==> src/rtl/arm_shift_pkg.sv <==
// Shared types and operand-2 field positions for the shifter front end.
package arm_shift_pkg;

  typedef enum logic [1:0] {
    LSL = 2'b00,
    LSR = 2'b01,
    ASR = 2'b10,
    ROR = 2'b11
  } shift_op_t;

  typedef enum logic [1:0] {
    IDLE  = 2'b00,
    RD_RS = 2'b01,
    RD_RM = 2'b10,
    OUT   = 2'b11
  } sog_state_t;

  // Instruction bit positions
  localparam int unsigned I_BIT      = 25;
  localparam int unsigned RS_MSB     = 11;
  localparam int unsigned RS_LSB     = 8;
  localparam int unsigned ROT_MSB    = 11;
  localparam int unsigned ROT_LSB    = 8;
  localparam int unsigned AMT_MSB    = 11;
  localparam int unsigned AMT_LSB    = 7;
  localparam int unsigned IMM8_MSB   = 7;
  localparam int unsigned OP_MSB     = 6;
  localparam int unsigned OP_LSB     = 5;
  localparam int unsigned REG_SH_BIT = 4;
  localparam int unsigned RM_MSB     = 3;
  localparam int unsigned RM_LSB     = 0;

endpackage

==> src/rtl/shift_operand_gen_op2_decode.sv <==
// Combinational decode of the operand-2 field: register addresses,
// shift type and the immediate shift amount with its #0 encodings.
module op2_decode
  import arm_shift_pkg::*;
(
  input  logic        i_bit,
  input  logic [11:0] op2,
  output logic [3:0]  rm_addr,
  output logic [3:0]  rs_addr,
  output logic        reg_shift,
  output logic [31:0] imm_amt,
  output shift_op_t   shift_op,
  output logic        rrx
);

  logic [4:0] amt5;
  shift_op_t  field_op;

  assign amt5     = op2[AMT_MSB:AMT_LSB];
  assign field_op = shift_op_t'(op2[OP_MSB:OP_LSB]);
  assign rm_addr  = op2[RM_MSB:RM_LSB];
  assign rs_addr  = op2[RS_MSB:RS_LSB];

  // Select shift type and amount; a zero immediate amount re-encodes LSR/ASR as 32 and ROR as RRX
  always_comb begin
    reg_shift = 1'b0;
    imm_amt   = 32'd0;
    shift_op  = LSL;
    rrx       = 1'b0;
    if (i_bit) begin
      shift_op = ROR;
      imm_amt  = {27'd0, op2[ROT_MSB:ROT_LSB], 1'b0};
    end else if (op2[REG_SH_BIT]) begin
      reg_shift = 1'b1;
      shift_op  = field_op;
    end else begin
      shift_op = field_op;
      imm_amt  = {27'd0, amt5};
      if (amt5 == 5'd0) begin
        case (field_op)
          LSR, ASR: imm_amt = 32'd32;
          ROR: begin
            imm_amt = 32'd1;
            rrx     = 1'b1;
          end
          default: imm_amt = 32'd0;
        endcase
      end
    end
  end

endmodule

==> src/rtl/shift_operand_gen.sv <==
// Shifter operand front end: accepts a data-processing instruction,
// reads Rs/Rm from the register file and presents shift operands.
module shift_operand_gen
  import arm_shift_pkg::*;
(
  input  logic        clk,
  input  logic        rst,
  input  logic        in_valid,
  output logic        in_ready,
  input  logic [31:0] instr,
  input  logic        carry_in,
  output logic [3:0]  rf_addr,
  input  logic [31:0] rf_data,
  output logic        out_valid,
  input  logic        out_ready,
  output logic [31:0] shift_in,
  output logic [1:0]  shift_op,
  output logic [31:0] shift_amt,
  output logic        rrx,
  output logic        rrx_carry
);

  sog_state_t  state_reg;
  logic        i_reg;
  logic [11:0] op2_reg;

  logic        dec_i;
  logic [11:0] dec_op2;
  logic [3:0]  dec_rm;
  logic [3:0]  dec_rs;
  logic        dec_reg_shift;
  logic [31:0] dec_amt;
  shift_op_t   dec_op;
  logic        dec_rrx;
  logic        instr_unused;

  // Only I and the operand-2 field matter here
  assign instr_unused = ^{instr[31:26], instr[24:12]};

  // In IDLE decode the incoming instruction so accept-time captures are ready; afterwards decode the latched copy
  assign dec_i   = (state_reg == IDLE) ? instr[I_BIT] : i_reg;
  assign dec_op2 = (state_reg == IDLE) ? instr[11:0]  : op2_reg;

  op2_decode u_op2_decode (
    .i_bit     (dec_i),
    .op2       (dec_op2),
    .rm_addr   (dec_rm),
    .rs_addr   (dec_rs),
    .reg_shift (dec_reg_shift),
    .imm_amt   (dec_amt),
    .shift_op  (dec_op),
    .rrx       (dec_rrx)
  );

  assign in_ready  = (state_reg == IDLE);
  assign out_valid = (state_reg == OUT);

  // Register-file address is driven only during the two read states
  always_comb begin
    rf_addr = 4'd0;
    case (state_reg)
      RD_RS:   rf_addr = dec_rs;
      RD_RM:   rf_addr = dec_rm;
      default: rf_addr = 4'd0;
    endcase
  end

  // Sequencer, instruction latch and operand capture registers
  always_ff @(posedge clk) begin
    if (rst) begin
      state_reg <= IDLE;
      i_reg     <= 1'b0;
      op2_reg   <= 12'd0;
      shift_in  <= 32'd0;
      shift_op  <= 2'b00;
      shift_amt <= 32'd0;
      rrx       <= 1'b0;
      rrx_carry <= 1'b0;
    end else begin
      case (state_reg)
        IDLE: begin
          if (in_valid) begin
            i_reg     <= instr[I_BIT];
            op2_reg   <= instr[11:0];
            rrx_carry <= carry_in;
            if (dec_i) begin
              shift_in  <= {24'd0, instr[IMM8_MSB:0]};
              shift_op  <= dec_op;
              shift_amt <= dec_amt;
              rrx       <= 1'b0;
              state_reg <= OUT;
            end else if (dec_reg_shift) begin
              rrx       <= 1'b0;
              state_reg <= RD_RS;
            end else begin
              shift_amt <= dec_amt;
              rrx       <= dec_rrx;
              state_reg <= RD_RM;
            end
          end
        end
        RD_RS: begin
          shift_amt <= {24'd0, rf_data[7:0]};
          state_reg <= RD_RM;
        end
        RD_RM: begin
          shift_in  <= rf_data;
          shift_op  <= dec_op;
          state_reg <= OUT;
        end
        OUT: begin
          if (out_ready) state_reg <= IDLE;
        end
        default: state_reg <= IDLE;
      endcase
    end
  end

endmodule

==> config.mk <==
export PLATFORM = sky130hd
export DESIGN_NAME = shift_operand_gen
export DESIGN_NICKNAME = d
export VERILOG_FILES = /design/src/rtl/arm_shift_pkg.sv /design/src/rtl/shift_operand_gen_op2_decode.sv /design/src/rtl/shift_operand_gen.sv
export SDC_FILE = /design/constraint.sdc
export NUM_CORES = 1
export LEC_CHECK = 0
export ABC_AREA = 1
export BUFFER_PORTS_ARGS = -buffer_cell sky130_fd_sc_hd__clkbuf_2
export CORE_UTILIZATION = 45
export DETAILED_ROUTE_END_ITERATION = 10
export PLACE_DENSITY = 0.8
export SETUP_SLACK_MARGIN = 0.3
export SYNTH_ARGS = -nofsm -noshare
export SYNTH_HDL_FRONTEND = slang
export SYNTH_SLANG_ARGS = --single-unit
==> constraint.sdc <==
create_clock -name clk -period 4.4 [get_ports clk]
set_clock_uncertainty 0.1 [all_clocks]
set_input_delay 0 -clock clk [delete_from_list [all_inputs] [get_ports clk]]
set_output_delay 0 -clock clk [all_outputs]
set_load 0.02 [all_outputs]
==> metrics <==
most frequent cells in the layout=99 x clkbuf_2, 77 x a21oi_1, 59 x o21ai_0, 59 x dfxtp_1, 50 x dlygate4sd3_1; FP Rows=28; P_leak=0.001947 uW; Final Max Tran Viols=0; Worst EP arrival=2.87 ns; Design Area, Final=3950 um^2; hold path start=in_valid; Die Wd=81.27 um; detailed placement HPWL=around 5000 um; Total Wirelength=8099 um; endpoints failing setup=0; first-pass GRT wire length=12740 um; # nets final=about 600; worst-path cell chain=inv_1 > ha_1 > inv_1 > o21ai_1 > nand2_2 > inv_2 > nand3_1 > a21oi_1 > dlygate4sd3_1; Placed Area=3246 um^2; worst r2r dst=shift_amt[7]; synthesized instance count=387; end point of the critical path=shift_amt[7]; RSZ-0062 raised after global routing=no; most common cell after layout, fill and taps aside=clkbuf_2; Die ar.=6605 um^2; final hold vios=0; Worst path depth=9; Reg clk slew, reported paths=approximately 0.07 ns; Crit. End Element=register; R2R depth=9; routed wire length per instance=13.32 um; pwr dens=674.3 nW/um^2; Core Box Area=approximately 6000 um^2; synthesized area=2828 um^2; Reg2Reg Setup Slack=1.71 ns; Worst path most repeated cell=inv_1; pre-CTS WS=1.835 ns; max incr delay on CP=0.57 ns; fmax=371.1 MHz; CTS Root Cell=clkbuf_8; ANT cells=0; remaining antenna violation count=0; startpoint types=register; final worst setup slack=approximately 1.7 ns; 1st-pass router iterations=4; Final Critical Period=2.695 ns; CP delay by family, top=buffers and inverters; Syn Area/Cell=7.307 um^2; Overflow after GRT=0; # IOs=143; fin crit share=between 60% and 70%; maximum VDD drop=0.4210 mV; Largest register FFs=32; YS warnings=0; share of post-route cells with drive strength above 1=between 20% and 30%; slowest stage cell, crit path=dlygate4sd3_1; FFs w/ async S/R, synth=0%; count of cell types in the netlist=26; top-area cell type share of the netlist area=41.77%; clk sinks=59; Placer Congestion=0.8136; clock buffer depth=2; DRC=0; EDFF count, synth=0; Synth Flop Type=dfxtp_1; largest net degree at the start of global routing=54; setup TNS=0 ns; max-cap violations=0; reg2reg start=state_reg[1]; initial DRC count=186; worst slew pin tran=roughly 0.54 ns; Total GRT Usage=between 20% and 30%; crit path from=state_reg[1]; CTS tree=yes; critical path class=reg2reg; Yosys top cell by area=dfxtp_1; H-tree depth=3; vias per std cell=4.992; initial antenna violation count=0; CP Buf/Inv Count=4; clock network latency to the later pin of the worst-skew pair=0.33 ns; Area growth, synth to finish=39.69%; Yosys reg bits=59; Slew headroom=63.77%; # port buffers=99; CTS Buf Count=9; vias in the first global route=2810; vias=3035; synth top area cells=dfxtp_1 42%, a21oi_1 14%, o21ai_0 10%, buf_4 6.4%, nand2_1 4.9%; die height=between 80 and 90 um; status=completed; CP max FO=14; Seq/Total Area, Yosys=41.77%; initial core utilization=47.20%; PostCTS Resize Cnt=0; fill cell count=521; Worst Path Required=4.58 ns; min-delay worst type=in2reg
power by group:
part	internal, uW	switching, uW	leakage, uW
registers	724	96.5	0.000486
logic	422	917	0.00136
clock network	292	213	0.000106
worst reg2reg max path, cell delays in order, from the launching register on:
cell and delay (ns):
dfxtp_1 0.34, inv_1 0.11, ha_1 0.51, inv_1 0.21, o21ai_1 0.20, nand2_2 0.16
inv_2 0.16, nand3_1 0.10, a21oi_1 0.17, dlygate4sd3_1 0.57
per-stage QoR:
stage          util [%]  total power, uW  std cells  hold WS [ns]
2_1_floorplan         -             1794        410      -0.03093
3_3_place_gp      54.18             2070        542        0.1307
3_5_place_dp      54.18             2110        542        0.1403
4_1_cts           65.94             2656        608      0.004352
5_1_grt           65.94             2866        608       0.02960
6_report          65.94             2663        608       0.01970
routing by layer:
metal	GRT usage, %	up-vias	share of wire, %
met3	6.517	18	7.4
met2	40.50	141	49
met5	0	-	0
li1	-	1517	-
met4	14.29	0	1.9
met1	30.94	1359	42
logic make-up (layout without fill, tap and decap cells):
logic type               count (synthesis)  after routing  share of synthesized area (%)
flip-flops                              59             59                          41.77
AND/OR/NAND/NOR                         92             92                          13.89
adder cells (fa/ha/maj)                  6              6                          2.655
AO/OA/AOI/OAI                          144            144                          25.97
other                                    1             24                         0.1326
buffers and inverters                   85            208                          15.57
cells in the mapped netlist (2+ instances only):
master / count
nand3_1: 11
nor2_1: 36
buf_2: 5
buf_6: 3
inv_2: 4
o21ai_1: 2
nand2_1: 37
a21oi_1: 77
o21ai_0: 59
nand2_2: 3
clkbuf_1: 14
dfxtp_1: 59
ha_1: 6
buf_4: 24
o211ai_1: 4
inv_1: 33
how the worst min path moves through the flow:
stage                         to  slack (ns)  cells past startpoint
finish              state_reg[1]        0.02                      4
global placement    shift_in[29]        0.13                      3
global route         op2_reg[10]        0.03                      4
floorplan                  i_reg       -0.03                      1
detailed placement  shift_in[16]        0.14                      3
CTS                 state_reg[1]       0.004                      4
cell type report:
cell class / count / area [um^2] / area share (%)
sequential: 59 / 1181 / 29.90
tap: 75 / 93.84 / 2.376
inverter: 38 / 145.1 / 3.674
multi-input combinational: 266 / 1292 / 32.72
timing repair buffer: 154 / 1033 / 26.16
clock inverter: 4 / 48.80 / 1.235
clock buffer: 12 / 155.1 / 3.928
timing repair:
action,in CTS,in global routing
buffers inserted,0,0
endpoints found under the hold margin,57,0
hold buffers,50,0
(Power assumes the default switching activity.)
